[src/rtl/bin2bcd_seq_if.sv]
// Handshake and result bundle for the bin2bcd_seq converter.
// The master side requests conversions; the slave side is the converter itself.
interface bin2bcd_seq_if #(
  parameter int WIDTH  = 32,
  parameter int DIGITS = 10
);
  logic                  start;
  logic [WIDTH-1:0]      bin;
  logic                  busy;
  logic                  done;
  logic [4*DIGITS-1:0]   bcd;
  logic [DIGITS-1:0]     blank;

  modport master (output start, output bin, input busy, input done, input bcd, input blank);
  modport slave  (input start, input bin, output busy, output done, output bcd, output blank);
endinterface

[src/rtl/bin2bcd_seq.sv]
// Sequential double-dabble binary-to-BCD converter, one input bit per clock.
// Optional leading-zero blanking is enabled by defining BIN2BCD_LEADING_ZERO_BLANK_EN.
module bin2bcd_seq #(
  parameter int WIDTH  = 32,
  parameter int DIGITS = 10
) (
  input  logic          clock,
  input  logic          resetn,
  bin2bcd_seq_if.slave  bus
);
  localparam int BCD_W  = 4 * DIGITS;
  localparam int WORK_W = BCD_W + WIDTH;
  localparam int CNT_W  = $clog2(WIDTH + 1);

  typedef enum logic {IDLE, SHIFT} state_t;

  state_t              state, state_next;
  logic [WORK_W-1:0]   work, work_next, adjusted, shifted;
  logic [CNT_W-1:0]    count, count_next;
  logic [BCD_W-1:0]    bcd_q, bcd_next;
  logic                done_q, done_next;

  // Add-3 correction on the pre-shift BCD nibbles, then the single left shift.
  always_comb begin
    adjusted = work;
    for (int i = 0; i < DIGITS; i++) begin
      if (work[WIDTH+4*i +: 4] >= 4'd5)
        adjusted[WIDTH+4*i +: 4] = work[WIDTH+4*i +: 4] + 4'd3;
    end
    shifted = adjusted << 1;
  end

  always_comb begin
    state_next = state;
    work_next  = work;
    count_next = count;
    bcd_next   = bcd_q;
    done_next  = 1'b0;
    case (state)
      IDLE: begin
        if (bus.start) begin
          work_next  = {{BCD_W{1'b0}}, bus.bin};
          count_next = '0;
          state_next = SHIFT;
        end
      end
      SHIFT: begin
        work_next  = shifted;
        count_next = count + CNT_W'(1);
        if (count == CNT_W'(WIDTH - 1)) begin
          bcd_next   = shifted[WORK_W-1 -: BCD_W];
          done_next  = 1'b1;
          state_next = IDLE;
        end
      end
      default: state_next = IDLE;
    endcase
  end

  always_ff @(posedge clock or negedge resetn) begin
    if (!resetn) begin
      state  <= IDLE;
      work   <= '0;
      count  <= '0;
      bcd_q  <= '0;
      done_q <= 1'b0;
    end else begin
      state  <= state_next;
      work   <= work_next;
      count  <= count_next;
      bcd_q  <= bcd_next;
      done_q <= done_next;
    end
  end

  assign bus.busy = (state == SHIFT);
  assign bus.done = done_q;
  assign bus.bcd  = bcd_q;

`ifdef BIN2BCD_LEADING_ZERO_BLANK_EN
  logic [DIGITS-1:0] blank_q, blank_next;
  logic              seen;

  // Blank every digit above the most-significant non-zero one; digit 0 always shows.
  always_comb begin
    blank_next = '0;
    seen       = 1'b0;
    for (int i = DIGITS - 1; i > 0; i--) begin
      if (shifted[WIDTH+4*i +: 4] != 4'd0)
        seen = 1'b1;
      blank_next[i] = ~seen;
    end
  end

  always_ff @(posedge clock or negedge resetn) begin
    if (!resetn)
      blank_q <= '0;
    else if (done_next)
      blank_q <= blank_next;
  end

  assign bus.blank = blank_q;
`else
  assign bus.blank = '0;
`endif

endmodule
[src/flat_wrapper.sv]
// flat-port wrapper written by rule: the top's interface ports become plain ports
module bin2bcd_seq_flat 
#(
  parameter int WIDTH  = 32,
  parameter int DIGITS = 10
)
  (clock, resetn, bus_start, bus_bin, bus_busy, bus_done, bus_bcd, bus_blank);
  bin2bcd_seq_if #(.WIDTH(WIDTH), .DIGITS(DIGITS)) bus_i ();
  input  logic clock;
  input  logic resetn;
  input wire logic [$bits(bus_i.start)-1:0] bus_start;
  input wire logic [$bits(bus_i.bin)-1:0] bus_bin;
  output wire logic [$bits(bus_i.busy)-1:0] bus_busy;
  output wire logic [$bits(bus_i.done)-1:0] bus_done;
  output wire logic [$bits(bus_i.bcd)-1:0] bus_bcd;
  output wire logic [$bits(bus_i.blank)-1:0] bus_blank;
  assign bus_i.start = bus_start;
  assign bus_i.bin = bus_bin;
  assign bus_busy = bus_i.busy;
  assign bus_done = bus_i.done;
  assign bus_bcd = bus_i.bcd;
  assign bus_blank = bus_i.blank;
  bin2bcd_seq #(.WIDTH(WIDTH), .DIGITS(DIGITS)) u_core (.clock(clock), .resetn(resetn), .bus(bus_i));
endmodule
[config.mk]
export PLATFORM = sky130hd
export DESIGN_NAME = bin2bcd_seq_flat
export DESIGN_NICKNAME = d
export VERILOG_FILES = /design/src/rtl/bin2bcd_seq_if.sv /design/src/rtl/bin2bcd_seq.sv /design/src/flat_wrapper.sv
export SDC_FILE = /design/constraint.sdc
export NUM_CORES = 1
export LEC_CHECK = 0
export CORE_MARGIN = 2
export CORE_UTILIZATION = 32
export CTS_CLUSTER_SIZE = 28
export DETAILED_ROUTE_END_ITERATION = 12
export DONT_BUFFER_PORTS = 1
export PLACE_DENSITY = 0.58
export SLEW_MARGIN = 20
export SYNTH_ARGS = -nofsm -noshare
export SYNTH_HDL_FRONTEND = slang
export SYNTH_SLANG_ARGS = --single-unit
[constraint.sdc]
create_clock -name clock -period 2.2 [get_ports clock]
set_clock_uncertainty 0.05 [all_clocks]
set_input_delay 0.22 -clock clock [delete_from_list [all_inputs] [get_ports clock]]
set_output_delay 0.22 -clock clock [all_outputs]
set_load 0.03 [all_outputs]
==> results of run 1 <==
==> layout make-up <==
| class | count | area [um^2] | area share (%) |
|---|---|---|---|
| inverters | 21 | 78.8 | 1.11 |
| repair buffers | 39 | 418 | 5.86 |
| clock inverters | 8 | 168 | 2.35 |
| multi-input cells | 382 | 2690 | 37.8 |
| flip-flops and latches | 120 | 3010 | 42.2 |
| well taps | 234 | 293 | 4.11 |
| clock buffers | 24 | 472 | 6.62 |
==> cell families after synthesis <==
group | Yosys count | synth area share, %
multiplexers | 80 | 14.4
flip-flops | 120 | 50.0
AND/OR/NAND/NOR | 140 | 12.6
XOR/XNOR | 11 | 1.60
buffers and inverters | 60 | 5.73
AO/OA/AOI/OAI | 120 | 11.2
other | 1 | 0.0624
adder cells (fa/ha/maj) | 21 | 4.37
==> worst max-delay path by stage <==
stage	slack (ns)	to	start	cells past startpoint
6_report	0.42	u_core.bus.bcd[26]	u_core.count[0]	5
3_5_place_dp	0.43	u_core.bus.bcd[1]	u_core.count[0]	5
2_1_floorplan	0.55	u_core.bus.bcd[25]	u_core.bus.busy	5
4_1_cts	0.41	u_core.bus.bcd[26]	u_core.count[0]	5
3_3_place_gp	0.49	u_core.bus.bcd[1]	u_core.count[0]	5
5_1_grt	0.30	u_core.bus.bcd[26]	u_core.count[0]	5
==> state kept, by name, indices dropped and copies added (netlist names) <==
signal and flops:
u_core.bus.bcd 40, u_core.bus.busy 1, u_core.bus.done 1, u_core.count 6, u_core.work 72
==> timing repair <==
| action | in CTS | in global routing |
|---|---|---|
| hold endpoints to repair | 191 | 120 |
| setup endpoints to repair | 0 | 0 |
| gates resized for setup | 0 | 0 |
==> power by group <==
group,internal [mW],total (mW),switching (mW)
clock network,2.07,3.05,0.979
registers,3.15,4.58,1.43
logic,1.71,3.45,1.73
==> metal layers <==
metal	GRT usage, %	routed length, um	up-vias
li1	-	-	1946
met3	4.65	614	11
met2	21.5	5810	80
met4	4.47	148	0
met5	0	0	-
met1	15.5	5470	1980
==> cells in the mapped netlist (3+ instances only) <==
master      n  area, um^2
a21oi_1    48         240
mux2_2     11         124
nor3_1     10        50.1
dfrtp_1   120        3000
xnor2_1    11        96.3
ha_1       21         263
nand2b_1   32         200
clkbuf_1    6        22.5
inv_1      21        78.8
nand3_1     3        15.0
o21ai_0    44         220
mux2_4     10         150
buf_4      15         113
nor2_1     26        97.6
a21o_1     20         150
buf_2      12        60.1
mux2i_1    59         591
nor3b_1    26         195
nand2_1    40         150
==> stage by stage <==
| step | instances | instance area (um^2) | power (mW) |
|---|---|---|---|
| after floorplan | 562 | 6040 | 7.26 |
| after global placement | 763 | 6140 | 7.81 |
| after detailed placement | 763 | 6140 | 8.02 |
| after CTS | 828 | 7130 | 11.2 |
| after global routing | 828 | 7130 | 11.9 |
| final | 828 | 7130 | 11.1 |
==> critical path, delay by kind of cell (launching register included) <==
kind                     cells  cell delay [ns]
buffers and inverters        1             0.21
AND/OR/NAND/NOR              2             0.36
flip-flops                   1             0.40
adder cells (fa/ha/maj)      1             0.28
multiplexers                 1             0.35
==> key figures, run 1 <==
Run status
  – Status: finished, violations left
  – Failing checks: negative hold slack

Detailed routing
  – DRT Pass-1 Iters: 4
  – Drt total wl: 12.0 mm
  – Residual DRC count: 0
  – Final ANT Viol Nets: 0
  – DR vias: 4017
  – First DRT Iteration DRCs: 116
  – Via density per instance: 4.85
  – WL/cell: 14.5 um

Critical path
  – FF-to-FF path depth: 5
  – Worst Setup Path Type: register to register
  – Crit-path cells: ha_1 > nand4b_4 > nor2_8 > buf_12 > mux2_2
  – Crit path arrival time: 2.02 ns
  – R2R Path Start: u_core.count[0]
  – CP max stage cell: dfrtp_1
  – Req. time, crit path: 2.44 ns
  – Crit Reg-Reg Endpoint: u_core.bus.bcd[26]
  – Crit path max fanout: 28
  – Worst setup SP type: register
  – Worst path max stage delay: 0.40 ns
  – R2R setup slack: 0.42 ns
  – Crit path capture type: register

Logic synthesis
  – Synthesized cell area: 6010 um^2
  – EDFF count, synth: 0
  – Synth Register Bits: 120
  – Asr flop ratio synth: 100%
  – Sequential-to-total area share from yosys stat: 50.0%
  – Synth warnings: 0
  – Avg Cell Area, Syn: 10.9 um^2
  – Post-Syn Instances: 553
  – Most used DFF post-synth: dfrtp_1
  – Post-synth cell types: 31

Die
  – Die H: 141 um
  – Initial core utilization: 32.3%
  – Row count: 50
  – Die outline width: 141 um
  – IO Pins: 87
  – Die area: 19900 um^2
  – Core ar.: 18600 um^2

GRT
  – Global-route wire length before repair: 20.6 mm
  – Vias in the first global route: 4173
  – Largest net degree at the start of global routing: 121
  – Total track usage: 12.9%
  – Initial antenna violation count: 0
  – Grt ovf: 0

Layout
  – Fillers: 1740
  – Layout area overhead: 18.7%
  – Commonest non-fill, non-tap cell in the layout: dfrtp_1
  – Ant. Diodes: 0
  – Final core utilization: 38.4%
  – Share of layout cells above drive strength 1: 9.93%
  – NumNets Final: 637
  – Commonest non-fill, non-tap cells in the layout: dfrtp_1, mux2i_1, a21oi_1

Power and ir drop
  – VDD IR max: 0.530 mV
  – PwrDens: 1550 nW/um^2
  – Leakage: 3.39 nW

Placement
  – IO buf count: 0
  – Setup Slack @ Placement: 0.427 ns
  – Placer Congestion: 0.704
  – DPL Wire Length: 7.59 mm

Timing
  – Final period utilization: 81.0%
  – TNS Setup: 0 ns
  – Hold WS: -0.553 ns
  – Final setup vio count: 0
  – Fmax: 0.561 GHz
  – Setup ws final: 0.419 ns
  – Tmin final: 1.78 ns
  – RSZ-0062 raised after global routing: no
  – Fin. max-slew vios: 0
  – Hold Fails Final Rpt: 120

Min path
  – HP Class: input pin to asynchronous set/reset pin

CTS
  – H-tree Lvls: 4
  – Clock transition at path regs: 0.06 ns
  – Clock Tree Root: clkbuf_16
  – CTS Hold Buffers Added: 33
  – CTS tree: done
  – Clk sinks: 120
  – Number of CTS-inserted buffers: 17
  – Clock Latency Late Sink: 0.41 ns
  – Postcts setup bufs: 0
  – Clk buf depth: 2

Run
  – Max-Cap Viols: 0
No activity file was read; power rests on OpenSTA's default activity.
==> run 2, diff against run 1 <==
--- a/config.mk
+++ b/config.mk
@@ -10,7 +10,7 @@
 export CTS_CLUSTER_SIZE = 28
 export DETAILED_ROUTE_END_ITERATION = 12
 export DONT_BUFFER_PORTS = 1
-export PLACE_DENSITY = 0.58
+export PLACE_DENSITY = 0.59
 export SLEW_MARGIN = 20
 export SYNTH_ARGS = -nofsm -noshare
 export SYNTH_HDL_FRONTEND = slang
==> constraint.sdc (replaced) <==
create_clock -name clock -period 1.5 [get_ports clock]
set_clock_uncertainty 0.05 [all_clocks]
set_input_delay 0.15 -clock clock [delete_from_list [all_inputs] [get_ports clock]]
set_output_delay 0.15 -clock clock [all_outputs]
set_load 0.03 [all_outputs]
==> run 2 against run 1 <==
Non-clock buffer count increased by 83. Highest routed layer unchanged. The run ends with negative hold slack, negative setup slack left. Routed wire length increased by 17%. Global-route usage increased by 1.8 points. Count of clock-buffer cells in the layout decreased by 2. First-iteration DRC count increased by 55%.
==> key figures, run 2 (synthesized netlist as in run 1, its figures left out) <==
Critical path
  – Crit Reg-Reg Endpoint: u_core.bus.bcd[34]
  – Worst setup SP type: register
  – Crit path arrival time: 1.81 ns (-0.21 ns)
  – Crit path max fanout: 12 (-57%)
  – Largest delay share family, worst path: flip-flops
  – Crit-path cells: ha_4 > nand4b_4 > nor2_8 > buf_12 > mux2_2
  – Crit path capture type: register
  – R2R setup slack: -0.07 ns (-0.49 ns)
  – R2R Path Start: u_core.count[1]
  – CP bufs+invs: 1 (unchanged)
  – CP max stage cell: dfrtp_1
  – Req. time, crit path: 1.74 ns (-0.70 ns)
  – Worst Setup Path Type: register to register
  – FF-to-FF path depth: 5 (unchanged)
  – Worst path max stage delay: 0.39 ns (about the same)

Timing
  – Tmin final: 1.57 ns (-0.210 ns)
  – RSZ-0062 raised after global routing: yes
  – Fin. max-slew vios: 0 (unchanged)
  – Hold Fails Final Rpt: 120 (unchanged)
  – Final period utilization: 105% (+24 points)
  – Hold WS: -0.609 ns (-0.0562 ns)
  – Setup ws final: -0.0716 ns (-0.490 ns)
  – TNS Setup: -0.815 ns (-0.815 ns)
  – Fmax: 0.636 GHz (+13%)
  – Final setup vio count: 23 (+23)

Detailed routing
  – First DRT Iteration DRCs: 180 (+55%)
  – Via density per instance: 4.90 (+0.91%)
  – Final ANT Viol Nets: 0 (unchanged)
  – DRT Pass-1 Iters: 4 (unchanged)
  – Drt total wl: 14.1 mm (+17%)
  – DR vias: 4455 (+11%)
  – Residual DRC count: 0 (unchanged)
  – WL/cell: 15.5 um (+6.7%)

Die
  – Die outline width: 141 um (unchanged)
  – Die H: 141 um (unchanged)
  – Core ar.: 18600 um^2 (unchanged)
  – Initial core utilization: 32.3% (unchanged)
  – IO Pins: 87 (unchanged)
  – Row count: 50 (unchanged)
  – Die area: 19900 um^2 (unchanged)

Power and ir drop
  – VDD IR max: 0.800 mV (+51%)
  – Reg power frac: 37.7% (-3.7 points)
  – Internal power: 11.2 mW (+62%)
  – PwrDens: 2230 nW/um^2 (+44%)
  – Switch Pwr: 7.04 mW (+70%)
  – Sw frac: 38.5% (+1.1 points)
  – Leakage: 3.77 nW (+11%)
  – Combinational share of power: 41.4% (+10 points)
  – Clock power frac: 20.9% (-6.6 points)

CTS
  – Clk sinks: 120 (unchanged)
  – CTS Hold Buffers Added: 62 (+88%)
  – Clock Tree Root: clkbuf_16
  – H-tree Lvls: 4 (unchanged)
  – Clock transition at path regs: 0.06 ns (about the same)
  – Clk buf depth: 2 (unchanged)
  – Clock Latency Late Sink: 0.40 ns (about the same)
  – Number of CTS-inserted buffers: 17 (unchanged)
  – CTS tree: done

Layout
  – Commonest non-fill, non-tap cell in the layout: dfrtp_1
  – Sequential cell area: 3010 um^2 (about the same)
  – NumNets Final: 720 (+13%)
  – Top reg by flops: u_core.work
  – Layout area overhead: 36.3%
  – Fillers: 1712 (-1.6%)
  – Max reg flops: 72 (unchanged)
  – Multi-input combinational cell area: 3080 um^2 (+14%)
  – Post-route cell area: 8190 um^2 (+15%)
  – Share of layout cells above drive strength 1: 26.6% (+17 points)
  – Ant. Diodes: 0 (unchanged)
  – Commonest non-fill, non-tap cells in the layout: dfrtp_1, dlygate4sd3_1, mux2i_1

Placement
  – Placed Area: 6520 um^2 (+6.2%)
  – Placer Congestion: 0.737 (+4.6%)
  – DPL Wire Length: 7.98 mm (+5.2%)
  – IO buf count: 0 (unchanged)

Min path
  – HP Class: input pin to asynchronous set/reset pin

Run status
  – Status: finished, violations left
  – Failing checks: negative hold slack, negative setup slack

GRT
  – Vias in the first global route: 4766 (+14%)
  – Total track usage: 14.8% (+1.8 points)
  – Global-route wire length before repair: 23.4 mm (+14%)
  – Largest net degree at the start of global routing: 121 (unchanged)
  – Grt ovf: 0 (unchanged)
  – Initial antenna violation count: 0 (unchanged)

Run
  – Max-Cap Viols: 0 (unchanged)
## run 2: final cells by class
| class | count | area share (%) |
|---|---|---|
| well taps | 234 | 3.58 |
| flip-flops and latches | 120 | 36.7 |
| clock buffers | 22 | 5.79 |
| inverters | 21 | 0.963 |
| multi-input cells | 382 | 37.6 |
| clock inverters | 9 | 0.917 |
| repair buffers | 122 | 14.4 |
## run 2: worst max path at each step
stage / start / to / slack (ns) / cells after the start
2_1_floorplan: u_core.bus.busy / u_core.bus.bcd[10] / -0.06 / 5
3_3_place_gp: u_core.work[40] / u_core.bus.bcd[10] / -0.07 / 5
3_5_place_dp: u_core.work[56] / u_core.bus.bcd[26] / -0.14 / 5
4_1_cts: u_core.count[1] / u_core.bus.bcd[34] / -0.09 / 5
5_1_grt: u_core.count[1] / u_core.bus.bcd[33] / -0.14 / 5
6_report: u_core.count[1] / u_core.bus.bcd[34] / -0.07 / 5
## run 2: worst register-to-register path: cells and delay by family (launching register included)
| kind | cells | cell delay [ns] |
|---|---|---|
| fa+ha+maj | 1 | 0.16 |
| flops | 1 | 0.39 |
| simple gates | 2 | 0.31 |
| mux | 1 | 0.35 |
| buf+inv | 1 | 0.19 |
## run 2: timing repair
action / 4_1_cts / 5_1_grt
gates cloned: 1 / 0
pin swaps: 6 / 13
setup buffers: 6 / 5
gates resized for setup: 26 / 64
endpoints found under the setup margin: 47 / 66
hold endpoints to repair: 196 / 120
## run 2: metrics by stage
stage	std cells	setup WS (ns)	power, mW	util (%)
final	910	-0.0716	18.3	44.1
after global routing	910	-0.144	19.5	44.1
after CTS	905	-0.0910	17.4	42.5
after detailed placement	805	-0.143	12.6	35.1
after global placement	805	-0.0716	12.2	35.1
after floorplan	562	-0.0585	10.8	-
## run 2: power groups by stage
stage,Clock [mW],Combinational (mW),Sequential [mW]
floorplan,0,4.31,6.44
global placement,0,5.59,6.66
detailed placement,0,5.89,6.74
CTS,3.93,6.66,6.76
global route,4.11,8.36,7.08
finish,3.82,7.57,6.88
## run 2: layer usage
layer	part of all wire [%]	GRT usage [%]	vias up
li1	-	-	2116
met1	44	18.0	2227
met2	51	25.3	94
met3	4.1	4.18	18
met4	1.4	4.68	0
met5	0	0	-
